**src/rtl/plot_stream_decoder.sv**
```systemverilog
// plot_stream_decoder
//
// Receiving end of the lane pixel-plot stream (x, y, colour, plot) that the
// displayer drives toward the VGA adapter. It rebuilds the three-lane
// note-strip vector (do/re/mi, ROWS rows each) from the plotted pixels.
// It also checks pixel order and per-row colour consistency, and then
// publishes each validated frame on data.
//
// Ports
//   clock        system clock, rising-edge active
//   resetn       asynchronous active-low reset
//   wren         writer side updating: aborts the frame and holds IDLE
//   plot         pixel strobe; x/y/colour valid when high
//   x, y         pixel column / row
//   colour       pixel colour (000 dark, LIT_COLOUR lit)
//   data         last published frame, bit lane*ROWS+row (do=0, re=1, mi=2)
//   frame_valid  one-cycle pulse when data updates
//   seq_error    sticky: out-of-order / out-of-range pixel (or watchdog)
//   lane_error   sticky per lane: inconsistent row colour or illegal colour
//   busy         in CAPTURE with at least one pixel of the frame accepted
//
// Optional feature: define PLOT_STREAM_TIMEOUT_EN to add an idle watchdog.
// While a frame is in progress and no pixel arrives for TIMEOUT_CYCLES
// cycles, seq_error is set and the frame is abandoned (ERROR). Without the
// macro, CAPTURE waits indefinitely.

module plot_stream_decoder #(
    parameter logic [2:0]  LIT_COLOUR     = 3'b100,
    parameter int unsigned X_DO           = 50,
    parameter int unsigned X_RE           = 76,
    parameter int unsigned X_MI           = 102,
    parameter int unsigned ROWS           = 120,
    parameter int unsigned LANE_W         = 8,
    parameter int unsigned TIMEOUT_CYCLES = 4096
) (
    input  logic              clock,
    input  logic              resetn,
    input  logic              wren,
    input  logic              plot,
    input  logic [7:0]        x,
    input  logic [6:0]        y,
    input  logic [2:0]        colour,
    output logic [3*ROWS-1:0] data,
    output logic              frame_valid,
    output logic              seq_error,
    output logic [2:0]        lane_error,
    output logic              busy
);

    // The idle watchdog counter is 13 bits wide.
    if (TIMEOUT_CYCLES < 1 || TIMEOUT_CYCLES > 8191) begin : g_timeout_range
        $error("TIMEOUT_CYCLES must fit the 13-bit idle counter");
    end

    typedef enum logic [1:0] {
        S_IDLE,
        S_CAPTURE,
        S_DONE,
        S_ERROR
    } state_t;

    state_t state;

    // Expected-position tracker: col fastest, then row, then lane.
    logic [1:0] lane;
    logic [6:0] row;
    logic [2:0] col;

    // Colour seen at col 0 of the current row; later columns must match it.
    logic [2:0] row_colour;

    logic [3*ROWS-1:0] shadow;

    logic [7:0] lane_base;
    logic [7:0] exp_x;
    logic       hit;
    logic       last_px;
    logic       colour_ok;
    logic [8:0] bit_idx;
    logic       timeout_hit;

    always_comb begin
        unique case (lane)
            2'd0:    lane_base = 8'(X_DO);
            2'd1:    lane_base = 8'(X_RE);
            default: lane_base = 8'(X_MI);
        endcase
        exp_x     = lane_base + 8'(col);
        hit       = (x == exp_x) && (y == row);
        last_px   = (lane == 2'd2) && (row == 7'(ROWS - 1)) &&
                    (col == 3'(LANE_W - 1));
        colour_ok = (colour == 3'b000) || (colour == LIT_COLOUR);
        bit_idx   = 9'(lane) * 9'(ROWS) + 9'(row);
    end

`ifdef PLOT_STREAM_TIMEOUT_EN
    logic [12:0] idle_cnt;

    // Counts consecutive plot-free cycles inside an in-progress frame. Any
    // plot in CAPTURE either advances the tracker or leaves CAPTURE, so
    // plot alone is enough to clear it.
    always_ff @(posedge clock or negedge resetn) begin
        if (!resetn) begin
            idle_cnt <= '0;
        end else if (wren || state != S_CAPTURE || plot || !busy || timeout_hit) begin
            idle_cnt <= '0;
        end else begin
            idle_cnt <= idle_cnt + 13'd1;
        end
    end

    assign timeout_hit = (state == S_CAPTURE) && busy && !plot &&
                         (idle_cnt == 13'(TIMEOUT_CYCLES - 1));
`else
    assign timeout_hit = 1'b0;
`endif

    always_ff @(posedge clock or negedge resetn) begin
        if (!resetn) begin
            state       <= S_IDLE;
            lane        <= '0;
            row         <= '0;
            col         <= '0;
            row_colour  <= '0;
            shadow      <= '0;
            data        <= '0;
            frame_valid <= 1'b0;
            seq_error   <= 1'b0;
            lane_error  <= '0;
            busy        <= 1'b0;
        end else begin
            frame_valid <= 1'b0;
            if (wren) begin
                // Writer side owns the display: drop the frame, keep data.
                state      <= S_IDLE;
                lane       <= '0;
                row        <= '0;
                col        <= '0;
                seq_error  <= 1'b0;
                lane_error <= '0;
                busy       <= 1'b0;
            end else begin
                unique case (state)
                    S_IDLE: begin
                        lane  <= '0;
                        row   <= '0;
                        col   <= '0;
                        busy  <= 1'b0;
                        state <= S_CAPTURE;
                    end

                    S_CAPTURE: begin
                        if (plot) begin
                            if (hit) begin
                                if (col == 3'd0) begin
                                    shadow[bit_idx] <= (colour == LIT_COLOUR);
                                    row_colour      <= colour;
                                end else if (colour != row_colour) begin
                                    lane_error[lane] <= 1'b1;
                                end
                                if (!colour_ok) begin
                                    lane_error[lane] <= 1'b1;
                                end

                                if (col == 3'(LANE_W - 1)) begin
                                    col <= '0;
                                    if (row == 7'(ROWS - 1)) begin
                                        row  <= '0;
                                        lane <= lane + 2'd1;
                                    end else begin
                                        row <= row + 7'd1;
                                    end
                                end else begin
                                    col <= col + 3'd1;
                                end

                                if (last_px) begin
                                    state <= S_DONE;
                                    busy  <= 1'b0;
                                end else begin
                                    busy <= 1'b1;
                                end
                            end else begin
                                seq_error <= 1'b1;
                                busy      <= 1'b0;
                                state     <= S_ERROR;
                            end
                        end else if (timeout_hit) begin
                            seq_error <= 1'b1;
                            busy      <= 1'b0;
                            state     <= S_ERROR;
                        end
                    end

                    S_DONE: begin
                        // Publish regardless of lane_error; flags qualify it.
                        data        <= shadow;
                        frame_valid <= 1'b1;
                        lane        <= '0;
                        row         <= '0;
                        col         <= '0;
                        busy        <= 1'b0;
                        state       <= S_CAPTURE;
                    end

                    S_ERROR: begin
                        busy <= 1'b0;
                    end
                endcase
            end
        end
    end

endmodule
```
**config.mk**
```make
export PLATFORM = sky130hd
export DESIGN_NAME = plot_stream_decoder
export DESIGN_NICKNAME = d
export VERILOG_FILES = /design/src/rtl/plot_stream_decoder.sv
export SDC_FILE = /design/constraint.sdc
export NUM_CORES = 1
export LEC_CHECK = 0
export ABC_AREA = 1
export BUFFER_PORTS_ARGS = -buffer_cell sky130_fd_sc_hd__clkbuf_2
export CORE_UTILIZATION = 35
export DETAILED_ROUTE_END_ITERATION = 8
export SYNTH_ARGS = -nofsm -noshare
export SYNTH_HDL_FRONTEND = slang
export SYNTH_SLANG_ARGS = --single-unit
export TNS_END_PERCENT = 100
```
**constraint.sdc**
```tcl
create_clock -name clock -period 4.8 [get_ports clock]
set_input_delay 0.48 -clock clock [delete_from_list [all_inputs] [get_ports clock]]
set_output_delay 0.48 -clock clock [all_outputs]
set_load 0.02 [all_outputs]
```
Word-level counts from Yosys, hierarchy flattened
Index checks and enable logic that the tools add are counted.
Operators by class
  add/sub/neg operators: 5
  multipliers: 1
  $lt $le $gt $ge: 4
  equal/unequal tests: 17
  mux-type cells: 50
  bitwise logic cells: 3
  reduce and logical (&&, ||, !) cells: 24
Operator list (number)
  $bwmux W360: 1
  $mux W3: 15
  $mux W7: 5
  $pmux W7 S2: 2
  $mux W2: 9
  $mux W1: 12
  $ne A3 B3 Y1 const B: 4
  $reduce_and A3 Y1: 4
  $lt A9 B10 Y1 const B: 1
  $reduce_and A5 Y1: 2
  $add A9 B7 Y9: 1
  $demux W1 S9: 1
  $ge A9 B1 Y1 const B: 1
  $add A8 B3 Y8: 1
  $eq A8 B8 Y1: 1
  $pmux W2 S2: 2
  $add A7 B1 Y7 const B: 1
  $eq A7 B7 Y1: 1
  $eq A7 B7 Y1 const B: 1
  $eq A2 B2 Y1 const B: 3
  $eq A3 B3 Y1 const B: 2
  $logic_not A3 Y1: 2
  $mul A2 B4 Y6 const B: 1
  $or A3 B3 Y3: 2
  21 further kinds: 29
Word-level totals
  register bits after elaboration: 743
  output and inout bits: 366

Depth between registers and ports, before layout
Gate-level depths: netlist of run 1.
  depth in word-level cells: 17
  depth in mapped cells: 19

Least setup slack after synthesis of run 1
Ideal clock, no wire load.
  path type: register to register
  start: register lane[0]
  end: register shadow[29]
  library setup time: 0.118 ns
  arrival time: 2.739 ns
  path slack: 1.943 ns
  cell stages (with the launch flop): 12
  path buffers: 1
  cells stage by stage: dfrtp_1 inv_1 ha_1 fa_1 inv_2 nor2_4 nand4_2 buf_2 nor2_1 nand3_1 nand2_1 nand2_1
Between the ends
  longest elaborated chain between the ends: 7
  elaborated cells between the ends (all ways): 15
Ends and longest elaborated chain
  from (decl): line 65  | logic [1:0] lane;
  from (signal assigned): line 169  | lane <= lane + 2'd1;
  $mul A2 B4 Y6: line 93  | bit_idx = 9'(lane) * 9'(ROWS) + 9'(row);
  $add A9 B7 Y9: line 93
  $lt A9 B10 Y1 (implied by the code) / $ge A9 B1 Y1 (equally long branches): line 156  | shadow[bit_idx] <= (colour == LIT_COLOUR);
  $logic_and A1 B1 Y1 (implied by the code): line 156
  $mux W1 (implied by the code): line 156
  $demux W1 S9: line 156
  $bwmux W360: line 156
  to (signal, indexed assignment): line 156
  to (decl): line 72  | logic [3*ROWS-1:0] shadow;
Several ways; a longest one is shown, not always the timed one.
A chain may end at the register's enable or synchronous reset.

Final worst setup path of run 1
  start: register lane[0]
  end: register shadow[146]
Same word-level chain as after synthesis.

==> run summary, run 1 <==
Yosys Warn Count = 0
Dominant cell type by area after synthesis = dfrtp_1
Reg2reg setup slack = 1260 ps
Largest family of logic cells by synthesized area = simple AND/OR/NAND/NOR gates
Post-Syn Nets = 4317
Number of synthesized flops with an enable pin = 0
Synth area leaders = dfrtp_1 55%, nand2_1 21%, nand3_1 11%
Die area = 98100 um^2
Row count = 113
Pin count of the biggest net entering global routing = 194
Root buffer cell = clkbuf_16
Synth cell count leaders = 1930 x nand2_1, 743 x dfrtp_1, 734 x nand3_1, 380 x nor2_1, 162 x clkbuf_1
Drc violations = 0
Worst-Skew Late Latency = 680 ps
Final Cell Area = 39700 um^2
Starting Density = 35.5%
Clock buffer count from CTS = 85
Tot Pwr = 14.6 mW
Setup TNS = 0 ps
Relative slew slack = 17.9%
Clk buf depth = 3
Worst Tran Pin Value = 1230 ps
DR vias/cell = 5.12
Routed length per instance = 18.8 um
Placed Instance Area = 36700 um^2
Synth Flop Type = dfrtp_1
First-pass GRT wire length = 168 mm
Vias in the first global route = 28184
Initial antenna violation count = 0
CP startpoint kind = register
Total track usage = 22.0%
Routed wl met2 = 50.5 mm
Fin util = 41.6%
Critical Path Fanout Max = 86
Cells after Synth = 4273
Fin crit share = 73.7%
Unique masters post-synth = 37
Post-synth top area share = 54.9%
Detail Placement HPWL = 62.8 mm
CTS tree = yes
Final Slew Violations = 0
Clock transition at path regs = 70 ps
Via count = 29873
Hold crit path type = in -> reg
DP Cell Count = 5674
CP required = 5390 ps
Routed WL = 110 mm
Die W = 313 um
DR iter-0 viols = 2984
Leakage Power = 21.1 nW
PD cells = 369 nW/um^2
Ports = 388
Share of cells above drive strength 1 = 14.3%
GPL Wtd Cong = 0.827
CP endpoint kind = register
Adder-cell share of the synthesized area = 0.856%
Most frequent cell after synthesis = nand2_1
Total grt overflow = 0
WL met1 = 48.5 mm
Sequential area share after synthesis = 54.9%
Unrepaired setup endpoints after global routing = no
Clock sinks = 743
Synth-to-Final Area Change = 17.1%
Worst setup margin = 1260 ps
1st-pass router iterations = 6
Maximum VDD drop = 249 uV
Maxcap violations = 0
Top sig layer = met4
Post-place setup slack = 1290 ps
Status = completed
Crit path arrival time = 4130 ps
Final Hold Vio Count = 0
Nets = 4541
# H-tree levels = 3
Mux cell area share after synthesis = 0%
Ant diodes = 0
Skew final = 42.1 ps
Fin cells = 5830
Fmax = 0.283 GHz
Post-synthesis compound-gate area fraction = 0.384%
Tmin final = 3540 ps
Asr flop ratio synth = 100%
Crit Path Category = reg -> reg
IO Port Bufs = 387
Worst hold slack = 80.3 ps
Yosys reg bits = 743
Final setup fails = 0
Syn avg cell area = 7.93 um^2
Core area = 95400 um^2
Detail Route Antenna Nets = 0
Die extent in y = 313 um
Synthesized area = 33900 um^2
XOR/XNOR share of the synthesized area = 0.151%
Met3 wire len = 7.77 mm
Post-synthesis simple-gate area fraction = 38.9%
area by class of cell:
cell class              count  area [um^2]
fillers                  9541        55700
flip-flops and latches    743        18600
multi-input cells        3167        13700
repair buffers            435         2600
clock buffers             121         2460
well taps                1265         1580
clock inverters            34          505
inverters                  65          254
flip-flops by register name (all words and copies together) (netlist names):
register	flops
col	3
row	7
lane	2
shadow	360
lane_error	3
seq_error	1
data	360
busy	1
state	2
frame_valid	1
row_colour	3
placed cells by master (no fill, tap or decap), drive strengths merged:
cell type and instances:
inv 67, xor2 5, clkinv 17, o211ai 1, dfrtp 743, bufinv 10, nor2 396, nand3b 8
o2111ai 1, nand2 1935, fa 2, ha 20, o21ai 16, clkbuf 507, a21oi 6, buf 48
nor3 9, nand4 30, dlygate4sd3 1, nand3 736, clkinvlp 5, nor4 2
layer usage:
layer	vias to the layer above	GRT usage (%)
met2	1159	34.3
met5	-	0
met4	0	7.36
met3	168	3.63
li1	14003	-
met1	14543	31.0
cells by family (layout without fill, tap and decap cells):
family	after synthesis	after routing
flip-flops	743	743
XOR/XNOR	5	5
AND/OR/NAND/NOR	3116	3116
buffers and inverters	363	655
adder cells (fa/ha/maj)	22	22
AO/OA/AOI/OAI	24	24
where the power goes:
| group | switching (mW) | total, mW | internal (mW) |
|---|---|---|---|
| combinational | 1.19 | 1.43 | 0.239 |
| sequential | 0.0230 | 6.30 | 6.28 |
| clock | 2.77 | 6.91 | 4.13 |
critical path: stages (launching register included):
cell and delay (ps):
dfrtp_1 460, ha_1 240, inv_1 70, ha_1 180
inv_1 60, fa_1 500, inv_1 40, nand2_1 50
nand2_1 60, nand3b_1 150, nor2_1 110, nand4_2 170
nor3_4 260, buf_12 360, buf_4 390, nand3_1 110
nand2_1 100
path summary, 6_finish.rpt:
kind	start	endpoint	cells past startpoint
setup / recovery	lane[0]	shadow[146]	16
hold / removal	colour[0]	row_colour[0]	3
setup reg to reg	lane[0]	shadow[146]	16
hold reg to reg	shadow[359]	data[359]	2
max in group asynchronous	resetn	data[245]	4
min in group asynchronous	resetn	data[276]	2
repair_timing:
| item | CTS | global route |
|---|---|---|
| hold buffers | 1 | 0 |
| hold endpoints to repair | 83 | 0 |
| resized for setup | 0 | 0 |
| setup endpoints to repair | 0 | 0 |
| setup buffers | 0 | 0 |
Note: power is estimated with default switching activity, not from simulation.
==> run 2, diff against run 1 <==
clock period = 3.6 ns   (was 4.8 ns; I/O delays follow)
==> run 2 against run 1 <==
  * Utilization barely moved
  * Cell area rose by 0.11%
  * Largest cell class unchanged
  * Global-route usage fell by 0.078 points
==> run summary, run 2 (synthesis gave the netlist of run 1 again) <==
Row count = 113
Setup TNS = 0 ps
GPL Wtd Cong = 0.801
Die W = 313 um
Total track usage = 21.9%
Clock buffer count from CTS = 82
Biggest regs = data x360, shadow x360, row x7
Ant diodes = 0
# H-tree levels = 3
Worst-Skew Late Latency = 640 ps
Maximum VDD drop = 290 uV
CP required = 4130 ps
Crit path launch = lane[0]
Share of cells above drive strength 1 = 14.7%
Routed length per instance = 18.7 um
Tot Pwr = 18.8 mW
Worst Tran Pin Value = 1130 ps
First-pass GRT wire length = 169 mm
Fin cells = 5854
DR vias/cell = 5.11
Clock sinks = 743
1st-pass router iterations = 6
Status = completed
Die extent in y = 313 um
PD cells = 472 nW/um^2
Maxcap violations = 0
Commonest non-fill, non-tap cell in the layout = nand2_1
Synth-to-Final Area Change = 17.3%
CTS tree = yes
Via count = 29926
Unrepaired setup endpoints after global routing = no
Skew final = 19.2 ps
Fmax = 0.302 GHz
IO Port Bufs = 387
Final Slew Violations = 0
CP endpoint kind = register
Min-delay src = colour[0]
Hold crit path type = in -> reg
Core area = 95400 um^2
Die area = 98100 um^2
Crit Path Category = reg -> reg
Fin crit share = 91.9%
Final Hold Vio Count = 0
Worst hold slack = 39.4 ps
CP startpoint kind = register
Nets = 4571
Detail Placement HPWL = 67.1 mm
Critical R2R Launch = lane[0]
Reg2reg setup slack = 290 ps
Clk buf depth = 3
Ports = 388
Clock transition at path regs = 60 ps
Final setup fails = 0
Total grt overflow = 0
Initial antenna violation count = 0
Tmin final = 3310 ps
Detail Route Antenna Nets = 0
Commonest non-fill, non-tap cells in the layout = 1913 x nand2_1, 743 x dfrtp_1, 734 x nand3_1, 386 x clkbuf_2, 379 x nor2_1
Pin count of the biggest net entering global routing = 182
DP Cell Count = 5704
Starting Density = 35.5%
Leakage Power = 21.2 nW
Crit path arrival time = 3830 ps
Critical Path Fanout Max = 16
Fin util = 41.7%
Root buffer cell = clkbuf_16
DR iter-0 viols = 3188
Vias in the first global route = 27965
Drc violations = 0
Routed WL = 109 mm
Relative slew slack = 24.7%
## run 2: cell types whose count changed in the layout (fill, tap and decap cells not counted), moves of 2 or more
| cell | previous run | this run |
|---|---|---|
| clkbuf_16 | 87 | 85 |
| clkbuf_8 | 16 | 13 |
| dlygate4sd3_1 | 1 | 3 |
| bufinv_16 | 10 | 4 |
| clkbuf_1 | 18 | 20 |
| inv_16 | 0 | 2 |
| buf_4 | 24 | 48 |
| buf_12 | 23 | 29 |
| clkinv_16 | 2 | 0 |
| clkinv_2 | 13 | 15 |
## run 2: path summary, 6_finish.rpt
path | endpoint | cells after the start
worst max-delay path | shadow[106] | 13
worst min-delay path | row_colour[0] | 3
worst max register to register | shadow[106] | 13
worst min register to register | data[343] | 2
max in group asynchronous | data[70] | 4
min in group asynchronous | shadow[313] | 2
## run 2: where the power goes
group | switching [mW] | internal (mW)
combinational | 1.55 | 0.342
clock | 3.58 | 4.90
sequential | 0.0293 | 8.37
total | 5.15 | 13.6
## run 2: metal layers
layer	share of wire, %	up-vias	global-route usage (%)
li1	-	14039	-
met1	45	14559	32.0
met2	45	1160	33.7
met3	7.3	168	3.65
met4	2.3	0	5.61
met5	0	-	0
## run 2: repair_timing
item | in CTS | in global routing
gates resized for setup | 0 | 2
setup endpoints to repair | 0 | 9
setup buffers | 0 | 1
hold endpoints to repair | 61 | 0
hold buffers | 3 | 0
## run 2: final cells by class
class	instances	area [um^2]
Fill cell	9598	55700
Sequential cell	743	18600
Multi-Input combinational cell	3167	13700
Timing Repair Buffer	468	2930
Clock buffer	118	2380
Tap cell	1265	1580
Clock inverter	28	292
Inverter	65	254
## run 2: worst max-delay path, cell delays in order, from the launching register on
cell	delay [ps]
dfrtp_1	460
inv_1	130
ha_1	390
fa_1	470
nand3_1	130
nand2_1	70
nand2_2	110
nand2_8	130
inv_4	310
nand4_4	410
nor2_1	290
nand3_1	120
nand2_1	80
nand2_1	50
## run 2: through the flow
stage	setup WS (ps)	cell area (um^2)
2_1_floorplan	743	33900
3_3_place_gp	365	37000
3_5_place_dp	293	37000
4_1_cts	268	39700
5_1_grt	10.8	39700
6_report	293	39700
